`src/rtl/i2c_pkg.sv`:
```
// i2c_pkg: shared I2C definitions for the target and for benches that pair it with the master.
//   i2c_state_t   FSM state encoding (legacy-compatible plain vector with named constants)
//   I2C_ACK/NACK  SDA level seen during the acknowledge bit
package i2c_pkg;
    typedef logic [3:0] i2c_state_t;
    localparam i2c_state_t S_IDLE      = 4'd0;
    localparam i2c_state_t S_ADDR      = 4'd1;
    localparam i2c_state_t S_ADDR_ACK  = 4'd2;
    localparam i2c_state_t S_PTR       = 4'd3;
    localparam i2c_state_t S_PTR_ACK   = 4'd4;
    localparam i2c_state_t S_WDATA     = 4'd5;
    localparam i2c_state_t S_WDATA_ACK = 4'd6;
    localparam i2c_state_t S_RLOAD     = 4'd7;
    localparam i2c_state_t S_RDATA     = 4'd8;
    localparam i2c_state_t S_RACK      = 4'd9;
    localparam i2c_state_t S_WAIT_STOP = 4'd10;
    localparam logic I2C_ACK  = 1'b0;
    localparam logic I2C_NACK = 1'b1;
endpackage

```
`src/rtl/i2c_line_cond.sv`:
```
// i2c_line_cond: synchronises SCL/SDA into clk and detects SCL edges, START and STOP.
//   clk, rst_n      clock and asynchronous active-high reset
//   scl_i, sda_i    raw pad inputs
//   sda             conditioned SDA level
//   scl_rise/fall   one-cycle SCL edge pulses
//   start/stop      one-cycle bus condition pulses (SDA edge while SCL high)
// Optional build macro I2C_SLAVE_GLITCH_FILTER_EN inserts a 3-sample agreement filter
// after the synchroniser on both lines.
module i2c_line_cond (
    input  logic clk,
    input  logic rst_n,
    input  logic scl_i,
    input  logic sda_i,
    output logic sda,
    output logic scl_rise,
    output logic scl_fall,
    output logic start,
    output logic stop
);
    // bit 1 = SCL, bit 0 = SDA; idle bus reads high
    logic [1:0] s1, s2, lv, pv;
    always_ff @(posedge clk or posedge rst_n)
        if (rst_n) begin
            s1 <= 2'b11;
            s2 <= 2'b11;
            pv <= 2'b11;
        end else begin
            s1 <= {scl_i, sda_i};
            s2 <= s1;
            pv <= lv;
        end
`ifdef I2C_SLAVE_GLITCH_FILTER_EN
    logic [1:0] h0, h1, f, m;
    // a line only moves once three consecutive synced samples agree
    assign m = ~(s2 ^ h0) & ~(h0 ^ h1);
    always_ff @(posedge clk or posedge rst_n)
        if (rst_n) begin
            h0 <= 2'b11;
            h1 <= 2'b11;
            f  <= 2'b11;
        end else begin
            h0 <= s2;
            h1 <= h0;
            f  <= (f & ~m) | (s2 & m);
        end
    assign lv = f;
`else
    assign lv = s2;
`endif
    assign sda      = lv[0];
    assign scl_rise = lv[1] & ~pv[1];
    assign scl_fall = ~lv[1] & pv[1];
    assign start    = lv[1] & pv[1] & pv[0] & ~lv[0];
    assign stop     = lv[1] & pv[1] & ~pv[0] & lv[0];
endmodule

```
`src/rtl/i2c_slave_regs.sv`:
```
// i2c_slave_regs: I2C target mapping bus transfers onto a byte-wide register port.
//   clk, rst_n            clock and asynchronous active-high reset
//   scl_i, sda_i          asynchronous pad inputs
//   sda_oe                1 pulls SDA low (open drain)
//   reg_addr              auto-incrementing register pointer, persists across transfers
//   reg_wdata, reg_wr_en  write data with one-cycle strobe
//   reg_rd_en, reg_rdata  one-cycle read request, data returned the following cycle
//   busy                  high from address match until the transfer is left
// Optional build macro I2C_SLAVE_GLITCH_FILTER_EN (see i2c_line_cond).
module i2c_slave_regs
    import i2c_pkg::*;
#(
    parameter logic [6:0] SLAVE_ADDR = 7'h50,
    parameter int         REG_AW     = 8
) (
    input  logic              clk,
    input  logic              rst_n,
    input  logic              scl_i,
    input  logic              sda_i,
    output logic              sda_oe,
    output logic [REG_AW-1:0] reg_addr,
    output logic [7:0]        reg_wdata,
    output logic              reg_wr_en,
    output logic              reg_rd_en,
    input  logic [7:0]        reg_rdata,
    output logic              busy
);
    logic       sda, scl_rise, scl_fall, start, stop, rw;
    logic [3:0] cnt;
    logic [1:0] rl;
    logic [7:0] sh, byte_in;
    i2c_state_t state;

    i2c_line_cond u_cond (
        .clk      (clk),
        .rst_n    (rst_n),
        .scl_i    (scl_i),
        .sda_i    (sda_i),
        .sda      (sda),
        .scl_rise (scl_rise),
        .scl_fall (scl_fall),
        .start    (start),
        .stop     (stop)
    );

    assign byte_in = {sh[6:0], sda};

    always_ff @(posedge clk or posedge rst_n)
        if (rst_n) begin
            state     <= S_IDLE;
            cnt       <= 4'd0;
            rl        <= 2'd0;
            sh        <= 8'd0;
            rw        <= 1'b0;
            sda_oe    <= 1'b0;
            busy      <= 1'b0;
            reg_addr  <= '0;
            reg_wdata <= 8'd0;
            reg_wr_en <= 1'b0;
            reg_rd_en <= 1'b0;
        end else begin
            reg_wr_en <= 1'b0;
            reg_rd_en <= 1'b0;
            // pointer advances the cycle after each write strobe
            if (reg_wr_en) reg_addr <= reg_addr + REG_AW'(1);
            if (start) begin
                state  <= S_ADDR;
                cnt    <= 4'd0;
                sda_oe <= 1'b0;
                busy   <= 1'b0;
            end else if (stop) begin
                state  <= S_IDLE;
                sda_oe <= 1'b0;
                busy   <= 1'b0;
            end else case (state)
                S_ADDR: if (scl_rise) begin
                    sh  <= byte_in;
                    cnt <= cnt + 4'd1;
                    if (cnt == 4'd7) begin
                        rw <= sda;
                        if (sh[6:0] == SLAVE_ADDR) begin
                            state <= S_ADDR_ACK;
                            busy  <= 1'b1;
                        end else state <= S_WAIT_STOP;
                    end
                end
                // first fall starts the ACK bit, second fall ends it
                S_ADDR_ACK, S_PTR_ACK, S_WDATA_ACK: if (scl_fall) begin
                    sda_oe <= ~sda_oe;
                    cnt    <= 4'd0;
                    if (!sda_oe) reg_wr_en <= (state == S_WDATA_ACK);
                    else if (state == S_ADDR_ACK && rw) begin
                        reg_rd_en <= 1'b1;
                        rl        <= 2'd0;
                        state     <= S_RLOAD;
                    end else state <= (state == S_ADDR_ACK) ? S_PTR : S_WDATA;
                end
                S_PTR, S_WDATA: if (scl_rise) begin
                    sh  <= byte_in;
                    cnt <= cnt + 4'd1;
                    if (cnt == 4'd7) begin
                        if (state == S_PTR) reg_addr <= REG_AW'(byte_in);
                        else reg_wdata <= byte_in;
                        state <= (state == S_PTR) ? S_PTR_ACK : S_WDATA_ACK;
                    end
                end
                // rl 0: request out, 1: capture data, 2: drive MSB and advance pointer
                S_RLOAD: begin
                    rl <= rl + 2'd1;
                    if (rl == 2'd1) sh <= reg_rdata;
                    if (rl == 2'd2) begin
                        sda_oe   <= ~sh[7];
                        reg_addr <= reg_addr + REG_AW'(1);
                        cnt      <= 4'd0;
                        state    <= S_RDATA;
                    end
                end
                S_RDATA: if (scl_rise) cnt <= cnt + 4'd1;
                else if (scl_fall) begin
                    if (cnt == 4'd8) begin
                        sda_oe <= 1'b0;
                        cnt    <= 4'd0;
                        state  <= S_RACK;
                    end else begin
                        sda_oe <= ~sh[6];
                        sh     <= {sh[6:0], 1'b0};
                    end
                end
                S_RACK: if (scl_rise) begin
                    if (sda == I2C_NACK) state <= S_WAIT_STOP;
                    else cnt <= 4'd1;
                end else if (scl_fall && cnt == 4'd1) begin
                    reg_rd_en <= 1'b1;
                    rl        <= 2'd0;
                    state     <= S_RLOAD;
                end
                default: ;
            endcase
        end
endmodule

```
`config.mk`:
```
export PLATFORM = sky130hd
export DESIGN_NAME = i2c_slave_regs
export DESIGN_NICKNAME = d
export VERILOG_FILES = /design/src/rtl/i2c_pkg.sv /design/src/rtl/i2c_line_cond.sv /design/src/rtl/i2c_slave_regs.sv
export SDC_FILE = /design/constraint.sdc
export NUM_CORES = 1
export LEC_CHECK = 0
export ABC_AREA = 1
export BUFFER_PORTS_ARGS = -buffer_cell sky130_fd_sc_hd__buf_4
export CORE_ASPECT_RATIO = 0.9
export CORE_MARGIN = 10
export CORE_UTILIZATION = 64
export DETAILED_ROUTE_END_ITERATION = 12
export GPL_TIMING_DRIVEN = 0
export PLACE_DENSITY_LB_ADDON = 0.2
export SLEW_MARGIN = 25
export SYNTH_ARGS = -nofsm -noshare
export SYNTH_HDL_FRONTEND = slang
export SYNTH_SLANG_ARGS = --single-unit
```
`constraint.sdc`:
```
create_clock -name clk -period 3.9 [get_ports clk]
set_input_delay 0.78 -clock clk [delete_from_list [all_inputs] [get_ports clk]]
set_output_delay 0.78 -clock clk [all_outputs]
set_load 0.005 [all_outputs]
```
==> impl_metrics.json <==
{
  "outcome": "completed",
  "tightestPinTransition_ps": 454,
  "num_vias": 3166,
  "drt-pass1-iter-count": 5,
  "synth_top_flop_cell": "sky130_fd_sc_hd__dfrtp_1",
  "final_nets": 527,
  "wire_length_of_the_first_global_routing_pass_um": 14000,
  "antenna_found_initial": 0,
  "period_needed_ps": 2140,
  "timing.critical_path.slowest_stage_cell": "sky130_fd_sc_hd__dfstp_2",
  "antenna_violating_nets_post_route": 0,
  "synth-async-reset-ratio": 1.00,
  "clk_path_buf_depth": 2,
  "synthesis.instances": 467,
  "drt_iter0_markers": 333,
  "dp_hpwl_um": 6260,
  "post_synth_num_cell_types": 31,
  "grt.overflow.total": 0,
  "p_comb_frac": 0.523,
  "ir_drop_mv": 0.431,
  "finalSetupViolations": 0,
  "criticalPathCategory": "flip-flop to flip-flop",
  "fmax_mhz": 468,
  "cellInternalPower_uw": 1080,
  "hold_path.class": "flip-flop to flip-flop",
  "critical_path_arrival_ps": 2340,
  "slowest_delay_ps": 570,
  "swShare": 0.485,
  "synth-warning-count": 0,
  "synth.yosys.seq_area_share": 0.360,
  "first_global_vias": 3016,
  "seq_power_share": 0.325,
  "final_core_util": 0.746,
  "post_layout_nonfiller_instances": 572,
  "synth_edf_count": 0,
  "cts.clk_slew.worst_paths_ps": 90,
  "p_switching_uw": 1010,
  "route.detailed.wl_per_inst_um": 14.4,
  "layout-area-overhead-vs-synth_pct": 13.7,
  "setup.worst_path.start_class": "flip-flop",
  "count_of_fill_cells_added_during_filler_insertion": 396,
  "path_max_fanout": 9,
  "post-route-drc-count": 0,
  "cts.repair_timing.setup_buffer_count": 0,
  "cts_repair_resize_count": 0,
  "place_congestion": 0.960,
  "num_rows": 24,
  "power.clock.fraction": 0.152,
  "cellLeakagePower_uw": 0.00197,
  "cap_viol_max_count": 0,
  "crit_path_end_kind": "flip-flop",
  "floorplan.die.width_um": 93.9,
  "port_buffers": 31,
  "syn_area_per_cell_um2": 6.74,
  "final_ws_setup_ps": 1760,
  "cp_data_required_time_ps": 4100,
  "syn_nets": 488,
  "cts_inserted_buffers": 5,
  "finalPower_uw": 2090,
  "finalCritPeriodShare": 0.548,
  "design.die.area_um2": 8130,
  "drive_above_1_share": 0.174,
  "p_per_area_nw_per_um2": 584,
  "tritoncts_clock_tree": "yes",
  "antenna-diode-count": 0,
  "die-height_um": 86.6,
  "synth-seq-cells": 45,
  "final-max-slew-violation-count": 0,
  "coreArea_um2": 4800,
  "path_cells": "ha_1 > nand4_1 > inv_1 > nand2_1 > nand2_1 > nand2_1 > nand3_1 > nand2_1 > nand2_1 > nand2_1",
  "cts_htree_levels": 2,
  "routed_wl_um": 8220,
  "clock_sinks": 45,
  "critical-path-top-cell-by-count": "sky130_fd_sc_hd__nand2_1",
  "post_drt_via_cell_ratio": 5.53,
  "worst_slew_margin_rel": 0.697,
  "grt.total_usage": 0.210,
  "maximum_number_of_pins_on_one_net_before_global_route_repair": 29,
  "grt_setup_unrepaired": "false",
  "post_synth_instance_area_um2": 3150,
  "placedCellCount": 564,
  "insertion_delay_ps": 310,
  "pre_cts_ws_ps": 1800,
  "pin_count": 32,
  "post_cts_hold_buffer_count": 0,
  "floorplan.initialDensity": 0.655,
  "hold_viol_final": 0,
  "setup-tns-final_ps": 0,
  "fin_worst_skew_ps": 13.2,
  "root_buffer": "sky130_fd_sc_hd__clkbuf_8"
}
-- cells in the mapped netlist (2+ instances only) --
cell,instances,share of area
sky130_fd_sc_hd__nand2_1,166,0.20
sky130_fd_sc_hd__inv_1,49,0.058
sky130_fd_sc_hd__nand3_1,49,0.078
sky130_fd_sc_hd__dfrtp_1,39,0.31
sky130_fd_sc_hd__o21ai_0,38,0.060
sky130_fd_sc_hd__nor2_1,35,0.042
sky130_fd_sc_hd__a21oi_1,12,0.019
sky130_fd_sc_hd__ha_1,9,0.036
sky130_fd_sc_hd__nor2_4,9,0.032
sky130_fd_sc_hd__nand2_2,8,0.016
sky130_fd_sc_hd__nand4_1,8,0.016
sky130_fd_sc_hd__dfstp_2,6,0.050
sky130_fd_sc_hd__inv_2,6,0.0072
sky130_fd_sc_hd__buf_2,5,0.0079
sky130_fd_sc_hd__nor2_2,4,0.0079
sky130_fd_sc_hd__nor3_1,4,0.0064
sky130_fd_sc_hd__o21ai_1,3,0.0048
sky130_fd_sc_hd__buf_6,2,0.0072
sky130_fd_sc_hd__nand3_2,2,0.0064
sky130_fd_sc_hd__xor2_1,2,0.0056
-- critical path, delay by kind of cell, from the launching register on --
kind	cells	cell delay, ps
flip-flops	1	570
adder cells (fa/ha/maj)	1	310
AND/OR/NAND/NOR	8	980
buffers and inverters	1	180
-- layer usage --
layer | vias to the layer above | global-route usage | share of wire
li1 | 1574 | - | -
met1 | 1440 | 0.302 | 0.46
met2 | 144 | 0.306 | 0.44
met3 | 8 | 0.0475 | 0.091
met4 | 0 | 0.0566 | 0.0079
met5 | - | 0 | 0
-- logic make-up after synthesis --
kind of cell    after synthesis  share of synthesized area
compound gates               59                      0.101
fa+ha+maj                     9                     0.0358
xor+xnor                      2                    0.00556
flops                        45                      0.360
simple gates                290                      0.417
buf+inv                      62                     0.0807
-- stage by stage --
stage	cell area (µm²)	hold slack (ps)
finish	3580	360
global route	3580	373
CTS	3580	360
detailed placement	3480	347
global placement	3460	346
floorplan	3150	345
-- power groups by stage --
| stage | Sequential [µW] | Clock [µW] | Combinational [µW] |
|---|---|---|---|
| after floorplan | 661 | 0 | 818 |
| after global placement | 682 | 0 | 1040 |
| after detailed placement | 686 | 0 | 1070 |
| after CTS | 676 | 317 | 1080 |
| after global routing | 694 | 337 | 1250 |
| final | 679 | 318 | 1090 |
-- final timing paths --
kind / from / endpoint / slack, ps / cells after the start
worst max-delay path: u_cond.lv[1] / reg_addr[6] / 1760 / 10
worst min-delay path: u_cond.s1[0] / u_cond.lv[0] / 360 / 0
worst max register to register: u_cond.lv[1] / reg_addr[6] / 1760 / 10
worst min register to register: u_cond.s1[0] / u_cond.lv[0] / 360 / 0
max in group asynchronous: rst_n / reg_addr[5] / 2960 / 3
min in group asynchronous: rst_n / state[1] / 460 / 2
-- flip-flops by register name (all words and copies together), names as in the netlist, 2 cells and up --
signal,cells
u_cond.pv,2
reg_addr,8
u_cond.lv,2
sh,8
cnt,4
state,4
reg_wdata,8
u_cond.s1,2
rl,2
-- cells in the final DEF (no fill, tap or decap), types with 2 or more instances in the layout --
cell type                    n
sky130_fd_sc_hd__nand2_1   166
sky130_fd_sc_hd__ha_1        9
sky130_fd_sc_hd__inv_1      48
sky130_fd_sc_hd__nor2_1     35
sky130_fd_sc_hd__buf_4      31
sky130_fd_sc_hd__o21ai_0    38
sky130_fd_sc_hd__nand4_1     8
sky130_fd_sc_hd__a21oi_1    12
sky130_fd_sc_hd__dfstp_2     6
sky130_fd_sc_hd__buf_6       2
sky130_fd_sc_hd__nand2_2     8
sky130_fd_sc_hd__xor2_1      2
sky130_fd_sc_hd__nor2_4      9
sky130_fd_sc_hd__nand3_2     2
sky130_fd_sc_hd__buf_2       5
sky130_fd_sc_hd__clkbuf_8    6
sky130_fd_sc_hd__o21ai_1     3
sky130_fd_sc_hd__inv_2       7
sky130_fd_sc_hd__nor3_1      4
sky130_fd_sc_hd__nor2_2      4
sky130_fd_sc_hd__dfrtp_1    39
sky130_fd_sc_hd__nand3_1    49
-- final cells by class --
| cell class | count | area (µm²) | area share |
|---|---|---|---|
| Clock inverter | 2 | 16.3 | 0.00454 |
| Timing Repair Buffer | 32 | 253 | 0.0706 |
| Inverter | 55 | 206 | 0.0576 |
| Sequential cell | 45 | 1130 | 0.316 |
| Multi-Input combinational cell | 360 | 1760 | 0.492 |
| Buffer | 7 | 47.5 | 0.0133 |
| Clock buffer | 6 | 82.6 | 0.0231 |
| Tap cell | 65 | 81.3 | 0.0227 |
No activity file was read; power rests on OpenSTA's default activity.
